<file path="config.mk">
export PLATFORM = sky130hd
export DESIGN_NAME = regfile_sb
export DESIGN_NICKNAME = d
export VERILOG_FILES = /design/src/rtl/regfile_sb.sv
export SDC_FILE = /design/constraint.sdc
export NUM_CORES = 2
export LEC_CHECK = 0
export ABC_AREA = 0
export ABC_CLOCK_PERIOD_IN_PS = 11550
export CELL_PAD_IN_SITES_DETAIL_PLACEMENT = 0
export CELL_PAD_IN_SITES_GLOBAL_PLACEMENT = 2
export CORE_MARGIN = 8
export CORE_UTILIZATION = 51
export CTS_BUF_LIST = sky130_fd_sc_hd__clkbuf_2
export CTS_CLUSTER_DIAMETER = 60
export DETAILED_ROUTE_END_ITERATION = 7
export PLACE_DENSITY = 0.95
export SLEW_MARGIN = 10
export SYNTH_ARGS = -nofsm -noshare
export SYNTH_HDL_FRONTEND = slang
export SYNTH_SLANG_ARGS = --single-unit
</file>
<file path="constraint.sdc">
create_clock -name clk -period 11.55 [get_ports clk]
set_input_delay 1.7325 -clock clk [delete_from_list [all_inputs] [get_ports clk]]
set_output_delay 1.7325 -clock clk [all_outputs]
set_load 0.01 [all_outputs]
</file>
<file path="src/rtl/regfile_sb.sv">
// Register file with per-register busy scoreboard; x0 reads zero and is never busy.
// Optional write-through bypass on the read ports: define REGFILE_SB_BYPASS_EN.
module regfile_sb #(
  parameter  int XLEN  = 32,
  parameter  int NREGS = 32,
  parameter  int NRD   = 2,
  localparam int AW    = $clog2(NREGS),
  localparam int CW    = $clog2(NREGS + 1)
) (
  input  logic                 clk,
  input  logic                 rst,
  input  logic [NRD*AW-1:0]    rd_addr,
  output logic [NRD*XLEN-1:0]  rd_data,
  output logic [NRD-1:0]       rd_busy,
  input  logic                 wb0_en,
  input  logic [AW-1:0]        wb0_addr,
  input  logic [XLEN-1:0]      wb0_data,
  input  logic                 wb1_en,
  input  logic [AW-1:0]        wb1_addr,
  input  logic [XLEN-1:0]      wb1_data,
  input  logic                 iss_en,
  input  logic [AW-1:0]        iss_addr,
  input  logic                 flush,
  output logic [CW-1:0]        busy_cnt
);

  logic [XLEN-1:0]  r_mem [NREGS];
  logic [NREGS-1:0] r_busy;
  logic [CW-1:0]    r_busy_cnt;
  logic [NREGS-1:0] w_busy_next;
  logic [CW-1:0]    w_cnt_next;
  logic             w_wb0_we;
  logic             w_wb1_we;

  assign w_wb0_we = wb0_en && (wb0_addr != '0);
  assign w_wb1_we = wb1_en && (wb1_addr != '0);

  // wb1 is written last so it wins a same-address collision
  always_ff @(posedge clk) begin
    if (rst) begin
      for (int i = 0; i < NREGS; i++) begin
        r_mem[i] <= '0;
      end
    end else begin
      if (w_wb0_we) r_mem[wb0_addr] <= wb0_data;
      if (w_wb1_we) r_mem[wb1_addr] <= wb1_data;
    end
  end

  // Ordering encodes priority: flush > issue-set > write-back-clear
  always_comb begin
    w_busy_next = r_busy;
    if (wb0_en) w_busy_next[wb0_addr] = 1'b0;
    if (wb1_en) w_busy_next[wb1_addr] = 1'b0;
    if (iss_en) w_busy_next[iss_addr] = 1'b1;
    w_busy_next[0] = 1'b0;
    if (flush) w_busy_next = '0;
  end

  always_comb begin
    w_cnt_next = '0;
    for (int i = 0; i < NREGS; i++) begin
      w_cnt_next = w_cnt_next + CW'(w_busy_next[i]);
    end
  end

  always_ff @(posedge clk) begin
    if (rst) begin
      r_busy     <= '0;
      r_busy_cnt <= '0;
    end else begin
      r_busy     <= w_busy_next;
      r_busy_cnt <= w_cnt_next;
    end
  end

  assign busy_cnt = r_busy_cnt;

  genvar gi;
  generate
    for (gi = 0; gi < NRD; gi++) begin : g_rd
      logic [AW-1:0]   w_ra;
      logic [XLEN-1:0] w_rdata;
      logic            w_rbusy;

      assign w_ra = rd_addr[gi*AW +: AW];

      always_comb begin
        w_rdata = r_mem[w_ra];
        w_rbusy = r_busy[w_ra];
`ifdef REGFILE_SB_BYPASS_EN
        if (wb1_en && (wb1_addr == w_ra)) begin
          w_rdata = wb1_data;
          w_rbusy = iss_en && (iss_addr == w_ra);
        end else if (wb0_en && (wb0_addr == w_ra)) begin
          w_rdata = wb0_data;
          w_rbusy = iss_en && (iss_addr == w_ra);
        end
`endif
        if (w_ra == '0) begin
          w_rdata = '0;
          w_rbusy = 1'b0;
        end
      end

      assign rd_data[gi*XLEN +: XLEN] = w_rdata;
      assign rd_busy[gi]              = w_rbusy;
    end
  endgenerate

endmodule

</file>
### Word-level counts from Yosys, hierarchy flattened

Memories as Yosys holds them, arrays and structs flattened.
Cells that the tools add are included.

* add/subtract/negate cells: 31
* multipliers: 0
* divide/modulo/power cells: 0
* order comparisons: 8
* eq/ne operators: 0
* shift operators: 0
* mux-type cells: 32
* bitwise gates (word level): 5
* reduce and logical (&&, ||, !) cells: 11

Operators with widths (number)
* $mux W32: 8
* $add A6 B1 Y6: 26
* $and A32 B32 Y32: 2
* $not A32 Y32: 2
* $reduce_or A32 Y1: 2
* $or A32 B32 Y32: 1
* $lt A5 B6 Y1 const B: 5
* $mux W1: 17
* $demux W1 S5: 3
* $ge A5 B1 Y1 const B: 3
* $bmux W1 S5: 2
* $logic_not A5 Y1: 2
* $mux W5: 2
* $reduce_bool A5 Y1: 2
* $add A5 B1 Y6: 1
* $add A4 B1 Y5: 1
* $logic_and A1 B1 Y1: 5
* $add A3 B1 Y4: 1
* $add A2 B1 Y3: 1
* $add A1 B1 Y2: 1

* bits in registers: 38
* bits in latches: 0
* RAM bits: 1024
* bits in read-only memories: 0
* input bits: 95
* word-level logic and storage cells: 90
* memories kept: 1

Memories
* r_mem: depth 32, bits a word 32, rd ports 2, clocked after memory_dff 0, wr ports 32, line 27 `logic [XLEN-1:0] r_mem [NREGS];`

### Logic depth before layout (Yosys ltp)

* word-level depth: 43
* gate-level depth with buffers: 22
* depth with buffers taken out: 20

### Worst setup path after synthesis

No wires, ideal clock.

* kind: input-to-reg
* start: input wb0_addr[3]
* end: register r_busy_cnt[4] (netlist: busy_cnt[4])
* library setup time: 130 ps
* arrival: 7026 ps
* data required time: 11420 ps
* slack: 4394 ps
* stages on the path: 18
* buffers on the path: 1
* cells stage by stage: clkbuf_1 -> or4bb_1 -> o22a_1 -> a22oi_1 -> nor2_1 -> fa_1 -> inv_1 -> fa_1 -> fa_1 -> fa_1 -> fa_1 -> fa_1 -> fa_1 -> fa_1 -> nor2b_1 -> o21ai_0 -> a21boi_0 -> nor3_1

* elaborated cells on any way between the ends: 44
* those cells by class: add/sub (31); order compare (2); mux (6); bitwise (4); reduce/logical (1)

RTL lines
* start: declaration: line 16 `input logic [AW-1:0] wb0_addr,`
* $lt A5 B6 Y1 (implied by the code) or $ge A5 B1 Y1 (tied branches): line 53 `if (wb0_en) w_busy_next[wb0_addr] = 1'b0;`
* $logic_and A1 B1 Y1 (implied by the code): line 53
* $mux W1 (implied by the code): line 53
* $demux W1 S5 (*): line 53
* $not A32 Y32 (no line) (*)
* $and A32 B32 Y32 (no line) (*)
* $mux W32 (*): line 53
* $and A32 B32 Y32 (no line)
* $mux W32 (*): line 54 `if (wb1_en) w_busy_next[wb1_addr] = 1'b0;`
* $or A32 B32 Y32 (no line)
* $mux W32 (*): line 55 `if (iss_en) w_busy_next[iss_addr] = 1'b1;`
* $mux W32 (*): line 57 `if (flush) w_busy_next = '0;`
* named net w_busy_next[4]: line 30 `logic [NREGS-1:0] w_busy_next;`
* $add A4 B1 Y5 (*): line 63 `w_cnt_next = w_cnt_next + CW'(w_busy_next[i]);`
* $add A5 B1 Y6 (*): line 63
* $add A6 B1 Y6 (*) (26 in series): line 63
* end signal: assignment: line 73 `r_busy_cnt <= w_cnt_next;`
* end: declaration: line 29 `logic [CW-1:0] r_busy_cnt;`

Mark *: on every way through the listed nets, which the timed path passes. The rest lies on a longest branch.
A chain may end at the register's enable or synchronous reset.

### Worst setup path after layout

* start: input rd_addr[0]
* end: output rd_data[4]

* cells in the longest elaborated chain, start to end: 2
* elaborated cells on any way between the ends: 3
* those cells by class: mux (1); reduce/logical (1); memory (1)

RTL lines
* start: declaration: line 12 `input logic [NRD*AW-1:0] rd_addr,`
* $mem_v2 Z32 W32 or $logic_not A5 Y1 (tied branches)
* $mux W32 (*): line 100 `if (w_ra == '0) begin`
* end: declaration: line 13 `output logic [NRD*XLEN-1:0] rd_data,`

Every way passes the cells marked *; elsewhere a longest branch is shown, timed or not.

==> flow_summary.yaml <==
outcome:
  status: "complete, but fails checks"
  violations: "DRC, capacitance limit"
clock_tree:
  post-cts-setup-buffer-count: 0
  cts.hold.buffers_added: 0
  cts-htree-levels: 5
  tritoncts.num_buffers: 289
  tritoncts: "built"
  cts-root-to-sink-buffers: 4
  worst_setup_hold_path_clk_slew_ps: 80
  clock_latency_ps: 1530
  post_cts_resized: 0
  cts_root_buf: "sky130_fd_sc_hd__clkbuf_2"
  clock_sinks: 1061
placement:
  worst_case_setup_slack_after_placement_ps: 3170
  place_area_mm2: 0.0648
  routability_congestion_estimate_from_global_placement: 0.938
  dpl.hpwl_um: 139000
  numPortBuffers: 166
floorplanning:
  floorplan.die.width_um: 363
  core_mm2: 0.119
  placementRows: 127
  fp.dieH_um: 363
  ios: 167
  initial_core_util: 0.513
  die_area_mm2: 0.132
power:
  power_frac_comb: 0.156
  sw_share: 0.297
  internal-power_uw: 5980
  power.density_mw_per_mm2: 127
  leakage_uw: 0.0226
  switching_power_uw: 2520
  power_uw: 8510
  seq_power_share: 0.535
  pwr-share-clk: 0.309
  worst_ir_drop_vdd_v: 0.0000915
yosys:
  synth.cell_area_mm2: 0.0613
  number_of_flip_flops_and_latches_in_the_synthesized_netlist: 1061
  netlist_instances: 4202
  synthesis.area_per_instance_um2: 14.6
  asyncSetResetFlopFracSynth: 0
  synth_enable_flop_cells: 1024
  post_synth_num_cell_types: 59
  ys_flop_type: "sky130_fd_sc_hd__edfxtp_1"
  yosysSeqAreaShare: 0.514
  synth-warning-count: 0
critical_path:
  path_max_fanout: 34
  startpoint_types: "input port"
  cp.arrival_ps: 6360
  cp-endpoint: "rd_data[4]"
  startpoint: "rd_addr[0]"
  endpoint_kind: "output port"
  worst_r2r_startpoint: "r_busy[18]$_SDFF_PP0_"
  crit_type: "in -> out"
  worst-r2r-cell-count: 16
  setup.reg_to_reg.worst_slack_ps: 6230
  regToRegEndpoint: "busy_cnt[4]$_SDFF_PP0_"
  cp.required_ps: 9820
final_layout:
  final_util: 0.562
  drive_gt1_frac: 0.284
  final_cell_area_mm2: 0.0672
  filler_cell_count: 9540
  final_net_count: 4365
  syn2layout_area_growth_pct: 9.64
timing:
  final-setup-viol-count: 0
  layout_setup_ws_ps: 3450
  rsz0062_at_grt: "no"
  maxClockFrequency_mhz: 124
  slew_violations: 0
  timing.final.crit_share: 0.701
  finalClockSkew_ps: 80.9
  setup_tns_ps: 0
  slew_headroom: 0.0134
  final-hold-violation-count: 0
  worst_slew_pin_slew_ps: 1470
  final_period_demand_of_the_worst_path_ps: 8100
global_route:
  grt_pass1_vias: 47865
  grt_usage: 0.366
  grt_antenna_before_repair: 17
  grt_first_pass_wirelength_um: 345000
  gr-total-overflow: 0
  grt_max_degree: 105
worst_hold_path:
  min_delay_path_depth: 3
  hold_class: "reg -> reg"
route:
  drt_wirelength_um: 248000
  viasPerCell: 7.99
  route.detailed.drc: 15
  avgRoutedWirePerCell_um: 40.9
  detailroute.via_count: 48350
  initialDrtViolationCount: 8536
  drt.antenna.violating_nets: 0
  dr.pass1.iters: 8
job:
  max_cap_violations: 1
==> power groups by stage <==
| stage | Sequential [uW] | Combinational [uW] | Clock [uW] |
|---|---|---|---|
| 4_1_cts | 4540 | 1290 | 2620 |
| 3_5_place_dp | 4630 | 1290 | 0 |
| 2_1_floorplan | 4590 | 785 | 0 |
| 5_1_grt | 4570 | 1360 | 2810 |
| 6_report | 4550 | 1330 | 2630 |
| 3_3_place_gp | 4610 | 1280 | 0 |
==> layout make-up <==
type	count	area, um2	share of cell area
Clock inverter	73	410	0.00611
Clock buffer	394	1970	0.0293
Multi-Input combinational cell	2512	28100	0.418
Inverter	27	104	0.00155
Tap cell	1612	2020	0.0300
Antenna cell	27	67.6	0.00101
Timing Repair Buffer	349	3040	0.0452
Sequential cell	1061	31500	0.469
==> worst min path at each step <==
stage,to,start,slack [ps]
2_1_floorplan,r_busy[4]$_SDFF_PP0_,r_busy[4]$_SDFF_PP0_,540
3_3_place_gp,r_busy[20]$_SDFF_PP0_,r_busy[20]$_SDFF_PP0_,690
3_5_place_dp,r_busy[20]$_SDFF_PP0_,r_busy[20]$_SDFF_PP0_,690
4_1_cts,r_mem[0][26]$_DFFE_PP_,rst,600
5_1_grt,r_mem[0][26]$_DFFE_PP_,rst,670
6_report,r_busy[20]$_SDFF_PP0_,r_busy[20]$_SDFF_PP0_,710
==> cells in the final DEF (no fill, tap or decap), types with 64 or more instances in the layout <==
master,netlist,final
sky130_fd_sc_hd__edfxtp_1,1024,1024
sky130_fd_sc_hd__a22o_1,992,992
sky130_fd_sc_hd__mux4_2,460,460
sky130_fd_sc_hd__clkbuf_2,0,394
sky130_fd_sc_hd__buf_4,3,182
sky130_fd_sc_hd__clkdlybuf4s50_1,0,150
sky130_fd_sc_hd__mux2i_1,132,132
sky130_fd_sc_hd__o21ai_0,117,117
sky130_fd_sc_hd__nor2b_1,76,72
sky130_fd_sc_hd__mux2_2,68,68
sky130_fd_sc_hd__nand2_1,67,67
sky130_fd_sc_hd__a22oi_1,67,67
sky130_fd_sc_hd__a311oi_1,66,65
sky130_fd_sc_hd__a211oi_1,64,64
==> registers in the layout, summed over array words and instances (netlist names) <==
signal	flops
r_mem	1024
r_busy	31
busy_cnt	6
==> cells by family after synthesis <==
group,Yosys count,share of synthesized area
other,1,0.0000612
adder cells (fa/ha/maj),30,0.00894
flip-flops,1061,0.514
buffers and inverters,660,0.0439
AO/OA/AOI/OAI,1470,0.199
AND/OR/NAND/NOR,320,0.0311
multiplexers,660,0.203
==> worst max-delay path, stage by stage <==
cell and delay, ps:
sky130_fd_sc_hd__buf_6 310, sky130_fd_sc_hd__clkinv_2 930, sky130_fd_sc_hd__nor2_1 1380, sky130_fd_sc_hd__a22oi_1 200
sky130_fd_sc_hd__a311oi_1 930, sky130_fd_sc_hd__clkdlybuf4s50_1 790
==> synth_stat cells (11+ instances only) <==
library cell | n | area [um2]
sky130_fd_sc_hd__inv_1 | 27 | 101
sky130_fd_sc_hd__mux2_2 | 68 | 766
sky130_fd_sc_hd__a21oi_1 | 15 | 75.1
sky130_fd_sc_hd__nand2_1 | 67 | 251
sky130_fd_sc_hd__buf_2 | 163 | 816
sky130_fd_sc_hd__a22o_1 | 992 | 8690
sky130_fd_sc_hd__and2_1 | 16 | 100
sky130_fd_sc_hd__fa_1 | 23 | 460
sky130_fd_sc_hd__a311oi_1 | 66 | 578
sky130_fd_sc_hd__o221ai_1 | 55 | 482
sky130_fd_sc_hd__mux4_2 | 460 | 10400
sky130_fd_sc_hd__nor2_1 | 52 | 195
sky130_fd_sc_hd__edfxtp_1 | 1024 | 30700
sky130_fd_sc_hd__mux2i_1 | 132 | 1320
sky130_fd_sc_hd__buf_1 | 21 | 78.8
sky130_fd_sc_hd__o2111ai_1 | 16 | 140
sky130_fd_sc_hd__clkbuf_1 | 446 | 1670
sky130_fd_sc_hd__a221oi_1 | 50 | 438
sky130_fd_sc_hd__a21o_1 | 17 | 128
sky130_fd_sc_hd__nor2b_1 | 76 | 475
sky130_fd_sc_hd__dfxtp_1 | 37 | 741
sky130_fd_sc_hd__a22oi_1 | 67 | 503
sky130_fd_sc_hd__nand2b_1 | 11 | 68.8
sky130_fd_sc_hd__o21ai_0 | 117 | 586
sky130_fd_sc_hd__a211oi_1 | 64 | 480
sky130_fd_sc_hd__nor3_1 | 30 | 150
==> stage by stage <==
| step | hold WS, ps | instances |
|---|---|---|
| detailed placement | 686 | 5561 |
| CTS | 598 | 6028 |
| finish | 713 | 6055 |
| global route | 673 | 6030 |
| floorplan | 542 | 4233 |
| global placement | 693 | 5561 |
==> per-layer routing <==
metal	part of all wire	wire length, um	track usage
met5	0.00065	161	0.00333
met2	0.43	107000	0.530
met1	0.32	79900	0.444
met4	0.083	20600	0.261
met3	0.16	39900	0.149
No activity file was read; power rests on OpenSTA's default activity.
